File: src/rtl/checkout_sequencer.sv
// checkout_sequencer
// Walks the occupied basket slots after a checkout request, looks up each
// product's unit price, multiplies it by the quantity and accumulates a total.
// Reports the total, the number of accumulated slots and a completion pulse.
//
// Optional build macro: CHECKOUT_SATURATE_EN
//   defined   -> Total clamps to all-ones on overflow
//   undefined -> Total wraps modulo 2^TOTAL_W
// Overflow is flagged (sticky until the next accepted Start) in both builds.
module checkout_sequencer #(
    parameter int SLOTS   = 8,
    parameter int PRICE_W = 8,
    parameter int TOTAL_W = 16
) (
    input  logic               CLOCK_50,
    input  logic               RESET,
    input  logic               Start,
    input  logic               Abort,
    input  logic [3:0]         BasketProductNum,
    output logic [3:0]         Slot_Addr,
    output logic               Slot_Rd,
    input  logic [3:0]         Slot_ProductID,
    input  logic [3:0]         Slot_Quantity,
    input  logic               Slot_Valid,
    output logic [3:0]         Price_ID,
    input  logic [PRICE_W-1:0] Price_In,
    output logic [TOTAL_W-1:0] Total,
    output logic [3:0]         Item_Count,
    output logic               Busy,
    output logic               Done,
    output logic               Error,
    output logic               Overflow
);

    localparam logic [2:0] ST_IDLE = 3'd0;
    localparam logic [2:0] ST_READ = 3'd1;
    localparam logic [2:0] ST_WAIT = 3'd2;
    localparam logic [2:0] ST_ACC  = 3'd3;
    localparam logic [2:0] ST_DONE = 3'd4;

    // Product is computed at PRICE_W+4 bits; the sum gets one spare bit above
    // the wider of the total and the product so overflow is never lost.
    localparam int PROD_W = PRICE_W + 4;
    localparam int SUM_W  = ((TOTAL_W > PROD_W) ? TOTAL_W : PROD_W) + 1;

    localparam logic [3:0]         SLOTS_N   = 4'(SLOTS);
    localparam logic [TOTAL_W-1:0] TOTAL_ONE = {TOTAL_W{1'b1}};
    localparam logic [SUM_W-1:0]   TOTAL_MAX = {{(SUM_W-TOTAL_W){1'b0}}, TOTAL_ONE};

    logic [2:0]         state_q, state_d;
    logic [3:0]         addr_q, addr_d;
    logic [3:0]         n_q, n_d;
    logic [3:0]         id_q, id_d;
    logic [3:0]         qty_q, qty_d;
    logic               vld_q, vld_d;
    logic [TOTAL_W-1:0] total_q, total_d;
    logic [3:0]         count_q, count_d;
    logic               ovf_q, ovf_d;
    logic               err_q, err_d;

    logic [PROD_W-1:0]  prod_s;
    logic [SUM_W-1:0]   sum_s;
    logic               sum_ovf_s;
    logic [TOTAL_W-1:0] acc_total_s;
    logic               take_s;
    logic [3:0]         n_start_s;
    logic [3:0]         addr_inc_s;

    // Price x quantity, running-sum candidate and overflow detection.
    always_comb begin
        prod_s     = {4'b0000, Price_In} * {{PRICE_W{1'b0}}, qty_q};
        sum_s      = {{(SUM_W-TOTAL_W){1'b0}}, total_q} + {{(SUM_W-PROD_W){1'b0}}, prod_s};
        sum_ovf_s  = (sum_s > TOTAL_MAX);
`ifdef CHECKOUT_SATURATE_EN
        if (sum_ovf_s) begin
            acc_total_s = TOTAL_ONE;
        end else begin
            acc_total_s = sum_s[TOTAL_W-1:0];
        end
`else
        acc_total_s = sum_s[TOTAL_W-1:0];
`endif
        // ID 4'hF marks an unusable slot even when the occupied flag is set.
        take_s     = vld_q && (id_q != 4'hF);
        n_start_s  = (BasketProductNum > SLOTS_N) ? SLOTS_N : BasketProductNum;
        addr_inc_s = addr_q + 4'd1;
    end

    // Next-state and datapath update; Abort outside IDLE overrides everything.
    always_comb begin
        state_d = state_q;
        addr_d  = addr_q;
        n_d     = n_q;
        id_d    = id_q;
        qty_d   = qty_q;
        vld_d   = vld_q;
        total_d = total_q;
        count_d = count_q;
        ovf_d   = ovf_q;
        err_d   = 1'b0;
        case (state_q)
            ST_IDLE: begin
                if (Start && !Abort) begin
                    if (BasketProductNum == 4'd0) begin
                        err_d = 1'b1;
                    end else begin
                        total_d = {TOTAL_W{1'b0}};
                        count_d = 4'd0;
                        ovf_d   = 1'b0;
                        addr_d  = 4'd0;
                        n_d     = n_start_s;
                        state_d = ST_READ;
                    end
                end else begin
                    state_d = ST_IDLE;
                end
            end
            ST_READ: begin
                state_d = ST_WAIT;
            end
            ST_WAIT: begin
                // Basket data arrives one cycle after the read strobe.
                id_d    = Slot_ProductID;
                qty_d   = Slot_Quantity;
                vld_d   = Slot_Valid;
                state_d = ST_ACC;
            end
            ST_ACC: begin
                if (take_s) begin
                    total_d = acc_total_s;
                    count_d = count_q + 4'd1;
                    if (sum_ovf_s) begin
                        ovf_d = 1'b1;
                    end else begin
                        ovf_d = ovf_q;
                    end
                end else begin
                    total_d = total_q;
                end
                addr_d = addr_inc_s;
                if (addr_inc_s == n_q) begin
                    state_d = ST_DONE;
                end else begin
                    state_d = ST_READ;
                end
            end
            ST_DONE: begin
                state_d = ST_IDLE;
            end
            default: begin
                state_d = ST_IDLE;
            end
        endcase
        if (Abort && (state_q != ST_IDLE)) begin
            state_d = ST_IDLE;
            total_d = {TOTAL_W{1'b0}};
            count_d = 4'd0;
        end else begin
            state_d = state_d;
        end
    end

    // State and datapath registers with asynchronous reset.
    always_ff @(posedge CLOCK_50 or posedge RESET) begin
        if (RESET) begin
            state_q <= ST_IDLE;
            addr_q  <= 4'd0;
            n_q     <= 4'd0;
            id_q    <= 4'd0;
            qty_q   <= 4'd0;
            vld_q   <= 1'b0;
            total_q <= {TOTAL_W{1'b0}};
            count_q <= 4'd0;
            ovf_q   <= 1'b0;
            err_q   <= 1'b0;
        end else begin
            state_q <= state_d;
            addr_q  <= addr_d;
            n_q     <= n_d;
            id_q    <= id_d;
            qty_q   <= qty_d;
            vld_q   <= vld_d;
            total_q <= total_d;
            count_q <= count_d;
            ovf_q   <= ovf_d;
            err_q   <= err_d;
        end
    end

    // Outputs: registers or pure state decodes.
    always_comb begin
        Slot_Addr  = addr_q;
        Slot_Rd    = (state_q == ST_READ);
        Price_ID   = id_q;
        Total      = total_q;
        Item_Count = count_q;
        Busy       = (state_q == ST_READ) || (state_q == ST_WAIT) || (state_q == ST_ACC);
        Done       = (state_q == ST_DONE);
        Error      = err_q;
        Overflow   = ovf_q;
    end

endmodule

File: config.mk
export PLATFORM = sky130hd
export DESIGN_NAME = checkout_sequencer
export DESIGN_NICKNAME = d
export VERILOG_FILES = /design/src/rtl/checkout_sequencer.sv
export SDC_FILE = /design/constraint.sdc
export NUM_CORES = 1
export LEC_CHECK = 0
export ABC_AREA = 1
export BUFFER_PORTS_ARGS = -buffer_cell sky130_fd_sc_hd__buf_2
export CORE_AREA = 2 2 94 96
export CTS_BUF_LIST = sky130_fd_sc_hd__clkbuf_16
export DETAILED_ROUTE_END_ITERATION = 8
export DIE_AREA = 0 0 96 98
export PLACE_DENSITY_LB_ADDON = 0.1
export SETUP_SLACK_MARGIN = 0.3
export SLEW_MARGIN = 20
export SYNTH_ARGS = -nofsm -noshare
export SYNTH_HDL_FRONTEND = slang
export SYNTH_SLANG_ARGS = --single-unit
File: constraint.sdc
create_clock -name CLOCK_50 -period 5.1 [get_ports CLOCK_50]
set_clock_uncertainty 0.05 [all_clocks]
set_input_delay 0.255 -clock CLOCK_50 [delete_from_list [all_inputs] [get_ports CLOCK_50]]
set_output_delay 0.255 -clock CLOCK_50 [all_outputs]
set_load 0.005 [all_outputs]
==> Word-level counts from Yosys, hierarchy flattened <==
Index checks and enable logic that the tools add are counted.
{ "totals": {"reg_bits": 42, "in_bits": 25, "output_inout_bits": 33} }
{ "classes": {"n_lt_le_gt_ge": 2, "n_eq_ne": 14, "multipliers": 1, "mux": 25, "n_addsub": 3, "n_bitwise": 1, "n_reduce_logical": 15} }
{ "op_table": {"columns": ["cell", "count"], "rows": [
  ["16-bit 2-to-1 mux", 4],
  ["16-bit one-hot mux with 2 select lines", 1],
  ["4-bit 2-to-1 mux", 5],
  ["16-bit by 12-bit adder with 17-bit output", 1],
  ["17-bit by 16-bit > comparator with 1-bit output (second input constant)", 1],
  ["4-bit one-hot mux with 2 select lines", 2],
  ["8-bit by 4-bit multiplier with 12-bit output", 1],
  ["3-bit 2-to-1 mux", 4],
  ["3-bit one-hot mux with 4 select lines", 1],
  ["3-bit != test (second input constant)", 3],
  ["4-bit by 1-bit adder with 4-bit output (second input constant)", 2],
  ["2-bit != test (second input constant)", 4],
  ["4-bit != test (second input constant)", 2],
  ["1-bit 2-to-1 mux", 7],
  ["3-bit by 2-bit equality test with 1-bit output (second input constant)", 2],
  ["3-bit AND reduction", 2],
  ["3-bit nonzero test", 2],
  ["5-bit AND reduction", 1],
  ["4-bit equality test", 1],
  ["4-bit > comparator (second input constant)", 1],
  ["4-bit zero test", 1],
  ["4-bit AND reduction", 1],
  ["3-bit by 1-bit equality test with 1-bit output (second input constant)", 1],
  ["3-bit equality test (second input constant)", 1],
  ["other kinds (7)", 10]
]} }

==> Depth between registers and ports, before layout <==
{ "logic_depth": {"word_depth": 6, "ltp_mapped": 18} }

==> Worst setup path before layout <==
Ideal clock, no wire load.
{ "synth_timing": {"path_type": "register to register", "startpoint": "reg qty_q[3]", "endpoint": "reg total_q[15] (netlist: Total[15])", "t_arrival_ns": 3.201, "synth_period_minus_slack_ns": 3.368, "setup_ns": 0.117, "path_buffers": 1, "setup_slack_ns": 1.732, "required_ns": 4.933, "stages_incl_launch_ff": 18, "path_cell_list": "dfrtp_1 clkbuf_1 nand2_1 inv_1 fa_1 fa_1 inv_1 fa_1 inv_1 ha_1 nand2_1 nor2_1 and2_1 nand2_1 nand2_1 nand3_1 nand2_1 nor2_1"} }
{ "synth_between": {"elab_chain_len": 5} }
{ "synth_rtl": {"columns": ["item", "line", "text"], "rows": [
  ["start: declaration", "54", "logic [3:0] qty_q, qty_d;"],
  ["start signal: assignment", "181", "qty_q <= qty_d;"],
  ["8-bit by 4-bit multiplier with 12-bit output", "71", "prod_s = {4'b0000, Price_In} * {{PRICE_W{1'b0}}, qty_q};"],
  ["16-bit by 12-bit adder with 17-bit output", "72", "sum_s = {{(SUM_W-TOTAL_W){1'b0}}, total_q} + {{(SUM_W-PROD_W){1'b0}}, prod_s};"],
  ["16-bit 2-to-1 mux", "129", "if (take_s) begin"],
  ["16-bit one-hot mux with 2 select lines", "101", "case (state_q)"],
  ["16-bit 2-to-1 mux", "154", "if (Abort && (state_q != ST_IDLE)) begin"],
  ["end signal: assignment", "172", "total_q <= {TOTAL_W{1'b0}};"],
  ["end signal: assignment", "183", "total_q <= total_d;"],
  ["end: declaration", "56", "logic [TOTAL_W-1:0] total_q, total_d;"]
]} }
No other way between the ends. The select of a mux whose other input is x is not followed.
A chain may end at the register's enable or synchronous reset.

==> Worst setup path in the final report <==
{ "layout_timing": {"startpoint": "reg qty_q[3]", "endpoint": "reg total_q[12] (netlist: Total[12])"} }
The elaborated chain is that of the path after synthesis.

==> impl_results.md <==
* Vias in the first global route at a little over 3000
* CP arrival at approximately 3.8 ns
* Status: completed
* Most frequent cells in the layout: nand2_1, inv_1, buf_2
* First-pass GRT wire length at about 14000 µm
* H-Tree Depth at 2
* Cts hold-fix bufs at 0
* Clock slew at reported path FFs at around 0.06 ns
* Core area at between 8000 and 9000 µm²
* Vias per inst at around 4.6
* Drt drc at 0
* Initial antenna violation count at 0
* EDFF count, synth at 0
* Fin Hold WS at approximately 0.04 ns
* Pre-CTS WS at about 1.4 ns
* Synth Area in Simple Gates at about 28%
* Period minus WS final at 3.68 ns
* Share of layout cells above drive strength 1 at 16.4%
* Warnings, synthesis at 0
* Final non-filler cell total at 675
* Req. time, crit path at approximately 5.2 ns
* Number of distinct library cells after synthesis at 30
* DRT Pass-1 Iters at 5
* Synthesized flop and latch total at 42
* Finished layout cell area at roughly 4200 µm²
* Die area at around 9400 µm²
* Post-synthesis async set-or-reset flop share at 100%
* Post-Place Cells at around 670
* DP HPWL at roughly 6600 µm
* Crit start category: register
* Layout area overhead at 14.4%
* Final nets at about 640
* Mapped Area at 3670 µm²
* Worst skew pair latency at 0.29 ns
* Compound-gate portion of the synthesized area at under 10%
* Synth Area in XOR/XNOR at 2.86%
* Power Total at between 2 and 2.5 mW
* Iter 0 DRT Violations at about 100
* Crit path setup slack, layout at between 1 and 1.5 ns
* GRT overflow at 0
* Sequential cell area fraction in the yosys report at around 29%
* Pwr Density at between 500 and 600 nW/µm²
* Crit Path Class: register to register
* Syn avg cell area at 7.22 µm²
* Area leader, netlist: dfrtp_1
* Slew headroom at ~62%
* Via count at roughly 3100
* Final Hold Viols at 0
* Clock sinks at between 40 and 50
* Fin crit share at 72.2%
* Main combinational cell family by area after synthesis: simple AND/OR/NAND/NOR gates
* Worst-Margin Slew at 0.568 ns
* Sum Neg Setup Slack at 0 ns
* PortBufs at 57
* Die W at 96 µm
* DP Area at between 4000 and 5000 µm²
* Setup repair bufs after CTS at 0
* Overall Global Routing Usage at 18.6%
* Post-cts sizing count at 0
* Most used DFF post-synth: dfrtp_1
* Die H at between 90 and 100 µm
* CTS tree: done
* FMAX at about 0.27 GHz
* Clock buffer count from CTS at 5
* Synthesized netlist cell count at about 510
* Final ANT Viol Nets at 0
* Ant. Diodes at 0
* Worst IR drop on VDD at between 200 and 250 µV
* Post-synth top area share at between 20 and 30%
* Leading cell type in the layout, fill and taps excluded: nand2_1
* Clock Tree Root: clkbuf_16
* Initial Util at 43.3%
* Post-synthesis mux area share at less than 1%
* Max-slew violation count at 0
* Largest fanout on the critical path at 9
* Largest net degree at the start of global routing at 43
* Hold Crit Class: input pin to asynchronous set/reset pin
* Maximum clock path buffer count at 2
* Adder-Cell Fraction of Synth Area at approximately a fifth
* Total Wirelength at around 8200 µm
* Gpl congestion at between 0.8 and 0.9
* Util after Layout at 49.6%
* Syn Nets at between 500 and 600
* Cell row count at 34
* Unrepaired setup endpoints after global routing: no
* Final setup fails at 0
* P_leak at ~2.6 nW
* Num ports at slightly below 60
* Synth area leaders: dfrtp_1, nand2_1, inv_1
* Avg WL per Cell at between 10 and 15 µm
* Max Cap Viol at 0
* Crit end category: register
==> power breakdown <==
group	internal (mW)	switching [mW]
logic	0.580	0.931
registers	0.415	0.104
clock network	0.180	0.137
==> kinds of logic (layout without fill, tap and decap cells) <==
group	Yosys count	count (layout)
xor+xnor	12	12
simple gates	245	245
fa+ha+maj	45	45
compound gates	30	30
mux	1	1
buf+inv	133	192
flops	42	42
==> worst paths after layout <==
path | startpoint | endpoint | slack (ns) | cells after the start
min in group CLOCK_50 | Slot_Quantity[3] | qty_q[3] | 0.12 | 3
setup / recovery | qty_q[3] | Total[12] | 1.42 | 13
max in group asynchronous | RESET | Total[3] | 4.58 | 3
setup reg to reg | qty_q[3] | Total[12] | 1.42 | 13
hold reg to reg | vld_q | vld_q | 0.43 | 2
hold / removal | RESET | qty_q[3] | 0.04 | 3
==> worst max-delay path: stages (launching register included) <==
cell	delay (ns)
dfrtp_1	0.54
nand2_1	0.13
fa_1	0.54
fa_1	0.54
fa_1	0.53
inv_1	0.04
ha_1	0.34
nor2_1	0.07
a21oi_1	0.29
nand3_1	0.19
nand3_1	0.11
nand2_1	0.05
nand3_1	0.09
nand2_1	0.06
==> layer usage <==
layer	part of all wire, %	global-route usage, %	routed length, µm
met5	0	0	0
met4	0.98	4.62	80
met3	3.7	2.47	301
met2	48	30.5	3880
met1	48	25.8	3890
==> synth_stat cells (all sizes together) (2+ instances only) <==
cell,number
buf,4
nand2,180
clkbuf,4
and2,2
o21ai,15
xnor2,8
o22ai,4
ha,24
nor2,29
fa,21
nand4,4
nor3,4
dfrtp,42
inv,125
xor2,4
nand3b,2
nand3,24
a21oi,10
==> flip-flops by register name (all words and copies together), names as in the netlist <==
signal,flops
Error,1
Item_Count,4
Overflow,1
Price_ID,4
Slot_Addr,4
Total,16
n_q,4
qty_q,4
state_q,3
vld_q,1
==> area by class of cell <==
type	instances	area (µm²)
clock buffers	5	125
flip-flops and latches	42	1050
fillers	885	4270
repair buffers	59	300
well taps	108	135
clock inverters	3	16.3
multi-input cells	333	2100
inverters	125	469
No activity file was read; power rests on OpenSTA's default activity.
